File: src/rtl/sub_layer_iter.sv
// Iterative 5-bit S-box layer over the 320-bit state, LANES columns per cycle.
// Optional inverse S-box selected at accept, enabled by `define SUB_LAYER_INV_EN.
module sub_layer_iter #(
    parameter int LANES = 8
) (
    input  logic        clk,
    input  logic        rst,
    input  logic        in_valid,
    output logic        in_ready,
    input  logic [63:0] x0,
    input  logic [63:0] x1,
    input  logic [63:0] x2,
    input  logic [63:0] x3,
    input  logic [63:0] x4,
`ifdef SUB_LAYER_INV_EN
    input  logic        inv,
`endif
    output logic        out_valid,
    input  logic        out_ready,
    output logic [63:0] sl0,
    output logic [63:0] sl1,
    output logic [63:0] sl2,
    output logic [63:0] sl3,
    output logic [63:0] sl4
);

    localparam int NSLICE = 64 / LANES;
    localparam int CW     = (NSLICE > 1) ? $clog2(NSLICE) : 1;
    localparam logic [CW-1:0] LAST = CW'(NSLICE - 1);

    if (LANES != 1 && LANES != 2 && LANES != 4 && LANES != 8 &&
        LANES != 16 && LANES != 32 && LANES != 64) begin : g_lanes_check
        $error("sub_layer_iter: LANES must be 1, 2, 4, 8, 16, 32 or 64");
    end

    typedef enum logic [1:0] {IDLE, RUN, DONE} state_e;

    state_e          state, state_nxt;
    logic [CW-1:0]   cnt;
    logic [63:0]     w   [5];
    logic [5:0]      base;
    logic [LANES-1:0] cur [5];
    logic [LANES-1:0] nxt [5];
    logic [4:0]      col, sub;
`ifdef SUB_LAYER_INV_EN
    logic            inv_q;
`endif

    function automatic logic [4:0] sbox_fwd(input logic [4:0] v);
        case (v)
            5'h00: sbox_fwd = 5'h04;  5'h01: sbox_fwd = 5'h0b;
            5'h02: sbox_fwd = 5'h1f;  5'h03: sbox_fwd = 5'h14;
            5'h04: sbox_fwd = 5'h1a;  5'h05: sbox_fwd = 5'h15;
            5'h06: sbox_fwd = 5'h09;  5'h07: sbox_fwd = 5'h02;
            5'h08: sbox_fwd = 5'h1b;  5'h09: sbox_fwd = 5'h05;
            5'h0a: sbox_fwd = 5'h08;  5'h0b: sbox_fwd = 5'h12;
            5'h0c: sbox_fwd = 5'h1d;  5'h0d: sbox_fwd = 5'h03;
            5'h0e: sbox_fwd = 5'h06;  5'h0f: sbox_fwd = 5'h1c;
            5'h10: sbox_fwd = 5'h1e;  5'h11: sbox_fwd = 5'h13;
            5'h12: sbox_fwd = 5'h07;  5'h13: sbox_fwd = 5'h0e;
            5'h14: sbox_fwd = 5'h00;  5'h15: sbox_fwd = 5'h0d;
            5'h16: sbox_fwd = 5'h11;  5'h17: sbox_fwd = 5'h18;
            5'h18: sbox_fwd = 5'h10;  5'h19: sbox_fwd = 5'h0c;
            5'h1a: sbox_fwd = 5'h01;  5'h1b: sbox_fwd = 5'h19;
            5'h1c: sbox_fwd = 5'h16;  5'h1d: sbox_fwd = 5'h0a;
            5'h1e: sbox_fwd = 5'h0f;  default: sbox_fwd = 5'h17;
        endcase
    endfunction

`ifdef SUB_LAYER_INV_EN
    function automatic logic [4:0] sbox_inv(input logic [4:0] v);
        case (v)
            5'h00: sbox_inv = 5'h14;  5'h01: sbox_inv = 5'h1a;
            5'h02: sbox_inv = 5'h07;  5'h03: sbox_inv = 5'h0d;
            5'h04: sbox_inv = 5'h00;  5'h05: sbox_inv = 5'h09;
            5'h06: sbox_inv = 5'h0e;  5'h07: sbox_inv = 5'h12;
            5'h08: sbox_inv = 5'h0a;  5'h09: sbox_inv = 5'h06;
            5'h0a: sbox_inv = 5'h1d;  5'h0b: sbox_inv = 5'h01;
            5'h0c: sbox_inv = 5'h19;  5'h0d: sbox_inv = 5'h15;
            5'h0e: sbox_inv = 5'h13;  5'h0f: sbox_inv = 5'h1e;
            5'h10: sbox_inv = 5'h18;  5'h11: sbox_inv = 5'h16;
            5'h12: sbox_inv = 5'h0b;  5'h13: sbox_inv = 5'h11;
            5'h14: sbox_inv = 5'h03;  5'h15: sbox_inv = 5'h05;
            5'h16: sbox_inv = 5'h1c;  5'h17: sbox_inv = 5'h1f;
            5'h18: sbox_inv = 5'h17;  5'h19: sbox_inv = 5'h1b;
            5'h1a: sbox_inv = 5'h04;  5'h1b: sbox_inv = 5'h08;
            5'h1c: sbox_inv = 5'h0f;  5'h1d: sbox_inv = 5'h0c;
            5'h1e: sbox_inv = 5'h10;  default: sbox_inv = 5'h02;
        endcase
    endfunction
`endif

    // Substitute the current slice; column bit 4 (MSB) comes from word 0.
    always_comb begin
        // NOTE: every comb output gets a default first so no latch is inferred.
        col  = '0;
        sub  = '0;
        base = 6'(int'(cnt) * LANES);
        for (int j = 0; j < 5; j++) begin
            cur[j] = w[j][base +: LANES];
            nxt[j] = '0;
        end
        for (int l = 0; l < LANES; l++) begin
            col = {cur[0][l], cur[1][l], cur[2][l], cur[3][l], cur[4][l]};
`ifdef SUB_LAYER_INV_EN
            sub = inv_q ? sbox_inv(col) : sbox_fwd(col);
`else
            sub = sbox_fwd(col);
`endif
            for (int j = 0; j < 5; j++) nxt[j][l] = sub[4-j];
        end
    end

    always_comb begin
        state_nxt = state;
        case (state)
            IDLE:    if (in_valid)     state_nxt = RUN;
            RUN:     if (cnt == LAST)  state_nxt = DONE;
            DONE:    if (out_ready)    state_nxt = IDLE;
            default:                   state_nxt = IDLE;
        endcase
    end

    // NOTE: sequential state uses non-blocking assignments only.
    always_ff @(posedge clk) begin
        if (rst) begin
            state <= IDLE;
            cnt   <= '0;
            // NOTE: the working registers are reset because they drive sl* directly.
            for (int j = 0; j < 5; j++) w[j] <= '0;
`ifdef SUB_LAYER_INV_EN
            inv_q <= 1'b0;
`endif
        end else begin
            state <= state_nxt;
            case (state)
                IDLE: if (in_valid) begin
                    w[0] <= x0;
                    w[1] <= x1;
                    w[2] <= x2;
                    w[3] <= x3;
                    w[4] <= x4;
                    cnt  <= '0;
`ifdef SUB_LAYER_INV_EN
                    inv_q <= inv;
`endif
                end
                RUN: begin
                    for (int j = 0; j < 5; j++) w[j][base +: LANES] <= nxt[j];
                    if (cnt != LAST) cnt <= cnt + 1'b1;
                end
                default: ;
            endcase
        end
    end

    always_comb begin
        in_ready  = (state == IDLE);
        out_valid = (state == DONE);
    end

    assign sl0 = w[0];
    assign sl1 = w[1];
    assign sl2 = w[2];
    assign sl3 = w[3];
    assign sl4 = w[4];

endmodule

File: config.mk
export PLATFORM = sky130hd
export DESIGN_NAME = sub_layer_iter
export DESIGN_NICKNAME = d
export VERILOG_FILES = /design/src/rtl/sub_layer_iter.sv
export SDC_FILE = /design/constraint.sdc
export NUM_CORES = 1
export LEC_CHECK = 0
export BUFFER_PORTS_ARGS = -buffer_cell sky130_fd_sc_hd__buf_2
export CORE_AREA = 4 4 250 252
export CTS_CLUSTER_DIAMETER = 40
export DETAILED_ROUTE_END_ITERATION = 10
export DIE_AREA = 0 0 254 256
export GPL_TIMING_DRIVEN = 0
export PLACE_DENSITY = 0.59
export SETUP_SLACK_MARGIN = 0.4
export SLEW_MARGIN = 20
export SYNTH_ARGS = -nofsm -noshare
export SYNTH_HDL_FRONTEND = slang
export SYNTH_SLANG_ARGS = --single-unit
File: constraint.sdc
create_clock -name clk -period 4.4 [get_ports clk]
set_input_delay 0.22 -clock clk [delete_from_list [all_inputs] [get_ports clk]]
set_output_delay 0.22 -clock clk [all_outputs]
set_load 0.02 [all_outputs]
* Yosys cells after proc, flatten, opt, wreduce, memory -nomap -nowiden *
Memories as Yosys holds them, arrays and structs flattened.
Cells that the tools add are included.

word-level totals
  bits in registers = 5
  bits in latches = 0
  bits in writable memories = 320
  memory bits (read-only) = 1,280
  bits of input ports = 324
  output and inout port bits = 322
  logic and storage cells = 702
  memories kept = 9

operators by class
  add/subtract/negate cells = 2
  multiply operators = 0
  div/mod/pow operators = 0
  magnitude comparators = 0
  equality and inequality tests = 8
  shifts and indexed selects = 11
  multiplexer cells = 341
  bitwise logic cells = 325
  reduce and logical (&&, ||, !) cells = 4

memories
  memory           depth  bits a word  rd ports  clocked after memory_dff  write ports  RTL line  text
  w                5      64           5         0                         5            40        logic [63:0] w [5];
  (no name shown)  32     5            1         0                         0            50        case (v)
  (no name shown)  32     5            1         0                         0            50
  (no name shown)  32     5            1         0                         0            50
  (no name shown)  32     5            1         0                         0            50
  (no name shown)  32     5            1         0                         0            50
  3 more memories  n/a    n/a          n/a       n/a                       n/a          n/a

operators by type and width
  cell                                                                      number
  64-bit 2-to-1 mux                                                         6
  1-bit 2-to-1 mux                                                          328
  1-bit bitwise OR                                                          325
  64-bit by 7-bit variable part select with 8-bit output                    5
  8-bit by 8-bit variable part select with 64-bit output                    5
  8-bit by 8-bit variable shift with 64-bit output (first input constant)   1
  6-bit negation with 8-bit output                                          1
  2-bit 2-to-1 mux                                                          3
  3-bit 2-to-1 mux                                                          2
  2-bit inequality test (second input constant)                             3
  2-bit case mux with 3 select lines                                        1
  3-bit case mux with 2 select lines                                        1
  3-bit AND reduction                                                       2
  3-bit by 1-bit adder with 3-bit output (second input constant)            1
  3-bit equality test (second input constant)                               1
  3-bit inequality test (second input constant)                             1
  2-bit by 1-bit equality test with 1-bit output (second input constant)    1
  2-bit equality test (second input constant)                               1
  2-bit logical NOT                                                         1
  2-bit by 1-bit inequality test with 1-bit output (second input constant)  1
  2-bit nonzero test                                                        1

* Logic depth before layout (Yosys ltp) *
  depth in word-level cells = 6
  mapped depth = 14
  gate-level depth less buffers = 9

* Worst setup path after synthesis *
Ideal clock, no wire load.

  path type = register -> register
  start = reg cnt[0]
  end = mem w[1][36] (netlist: w[0][100]) (enable)
  arrival time = 3.693 ns
  required time = 3.954 ns
  slack = 0.261 ns
  cell stages (with the launch flop) = 10
  buffers on the path = 3
  clock period less this slack = 4.139 ns
  cell sequence = dfxtp_1 > buf_6 > buf_8 > buf_6 > inv_2 > ha_1 > ha_1 > nor3_1 > a41oi_1 > o21bai_1

RTL lines
  what                    RTL line  text
  from (decl)             39        logic [CW-1:0] cnt;
  from (signal assigned)  150       if (cnt != LAST) cnt <= cnt + 1'b1;
  to (decl)               40

==> reports/results.tsv <==
metric	value	unit
outcome	finished clean	
hpwl dp	80300	µm
area of the core	60100	µm²
Final Non-Filler Cells	3461	
Synth area leader	edfxtp_1	
Num CTS Buffers	58	
Final Util	0.479	
slowest CP cell	clkbuf_1	
met1 usage	0.391	
Synth top area share	0.507	
number of global-route vias before repair	20200	
Die W	254	µm
Setup CP Type	reg2reg	
syn nets	1961	
number of enable flip-flop cells after synthesis	320	
Multi-input gate area	8790	µm²
first-pass GRT wire length	149000	µm
largest fanout on the critical path	10	
fin crit period	3.97	ns
Global Route met3 Usage	0.0845	
Synth area leaders	edfxtp_1 (51%), mux4_2 (8.3%), nand2_1 (5.7%), o21ai_0 (5.4%), a22o_1 (3.0%)	
WL/cell	31.9	µm
sequential cell area	9710	µm²
worst stage delay on the critical path	0.83	ns
setup total negative slack	0	ns
Post-Synthesis Cells	1598	
layout filler cell count	5429	
Hold/Removal Path Class	in2reg	
global-route usage over all layers	0.323	
Hold WS	0.0362	ns
first-iteration detailed-routing DRC count	2315	
Max-Cap Viols	0	
routed wire length	110000	µm
Cells after DPL	3033	
drt pass-1 iters	5	
final hold vios	0	
cell row count	90	
max-slew violations	0	
residual DRC count	0	
CTS tree	built	
initial antenna violation count	7	
Max Buffers Root-to-Sink	3	
routability cong.	0.947	
Final Skew	0.0218	ns
period utilisation layout	0.902	
synthesized area per cell	11.9	µm²
Initial Utilization	0.315	
largest net degree at the start of global routing	35	
commonest non-fill, non-tap cell in the layout	buf_2	
family with the most delay on the worst path	buffers and inverters	
M2 GR Usage	0.524	
slew margin rel.	0.223	
antenna violation net count after detailed routing	0	
Avg Vias per Cell	5.80	
maximum level of the CTS H-tree	2	
type of origin of the critical path	flop	
Die H	256	µm
Area Growth Syn to Fin	51.8	%
Ports	646	
Slew @ Worst Pin	1.17	ns
DP Area	23400	µm²
ys async rst share	0	
Root Driver	clkbuf_16	
GR peak layer	met2	
CTS clk-pin slew, worst paths	0.06	ns
Vias	20100	
CP endpoint kind	flop	
critical path data arrival time	4.42	ns
RSZ-0062 raised after global routing	yes	
Final setup viols	0	
pre-CTS WS	-0.877	ns
maximum VDD drop	325	µV
share of post-route cells with drive strength above 1	0.393	
post-route cell area	28800	µm²
grt total ovfl	0	
pwr dens	409	nW/µm²
register area share after synthesis	0.512	
Synth Register Bits	325	
Leak Pwr	12.0	nW
die area	65000	µm²
clock sinks	325	
FMAX	252	MHz
final worst slack	0.431	ns
crit-path cells	buf_6, buf_8, buf_6, inv_2, ha_1, ha_1, nor4b_4, and4_1, clkbuf_1, a32oi_1, nand3_1	
port bufs	644	
total power	11.8	mW
commonest cells after routing, fill and taps aside	buf_2 (653), edfxtp_1 (320), dlygate4sd3_1 (306)	
Worst EP required	4.85	ns
Clock Latency Late Sink	0.61	ns
yosys warns	0	
nets	2988	
Synth cell types	68	
Most used DFF post-synth	edfxtp_1	
Mapped Area	19000	µm²
crit path buf inv count	5	
-- power by group --
group          total, mW  switching (mW)  internal, mW  leakage (nW)
sequential          3.88           0.182          3.69          3.49
combinational       3.30            2.14          1.16          7.56
clock               4.60            1.88          2.72         0.959
total               11.8            4.20          7.58          12.0
-- routing by layer --
metal | up-vias | routed length, µm
li1 | 8200 | -
met1 | 9751 | 39700
met2 | 1707 | 50800
met3 | 423 | 12500
met4 | 6 | 7420
met5 | - | 34
-- flip-flops by register name (all words and copies together), names as in the netlist --
register and cells:
w 320, state 2, cnt 3
-- area by class of cell --
cell class | instances | area share
repair buffers | 966 | 0.228
diodes | 5 | 0.000435
clock buffers | 59 | 0.0513
clock inverters | 50 | 0.0176
multi-input cells | 1127 | 0.305
inverters | 30 | 0.00391
flip-flops and latches | 325 | 0.337
plain buffers | 117 | 0.0226
well taps | 782 | 0.0340
-- synth_stat cells, types with 18 or more instances --
master,count
a31o_2,40
inv_1,26
nor2_1,40
edfxtp_1,320
a22o_1,64
clkbuf_1,91
nand2_1,288
o31ai_1,20
o211ai_1,20
o21ai_0,205
o21ai_1,41
mux2i_4,18
mux2i_1,30
mux4_2,70
ha_1,39
nand3_1,32
-- timing repair --
action | CTS | global route
pin swaps | 2 | 0
setup buffers | 7 | 0
hold buffers | 306 | 0
endpoints found under the setup margin | 359 | 159
gates cloned | 1 | 0
hold endpoints to repair | 308 | 0
gates resized for setup | 32 | 45
-- final timing paths --
check | startpoint | endpoint | slack [ns] | cells past startpoint
max | cnt[0] | w[0][71] | 0.43 | 11
min | x0[35] | w[0][35] | 0.04 | 4
max reg2reg | cnt[0] | w[0][71] | 0.43 | 11
min reg2reg | cnt[2] | cnt[0] | 0.88 | 4
-- cell families (layout without fill, tap and decap cells) --
group | after synthesis | after routing | synth area share
AOI/OAI and AO/OA | 482 | 482 | 0.167
xor gates and xnor gates | 33 | 33 | 0.0234
buffers and inverters | 147 | 1222 | 0.0365
adders and majority gates | 43 | 43 | 0.0278
other | 0 | 5 | 0
and+or+nand+nor | 428 | 429 | 0.0984
muxes | 140 | 140 | 0.135
DFF | 325 | 325 | 0.512
-- tightest hold or removal path, cell delays in order --
cell and delay [ns]:
buf_2 0.10, nand2_1 0.05, o31ai_1 0.06, a31o_2 0.10
Note: power is estimated with default switching activity, not from simulation.
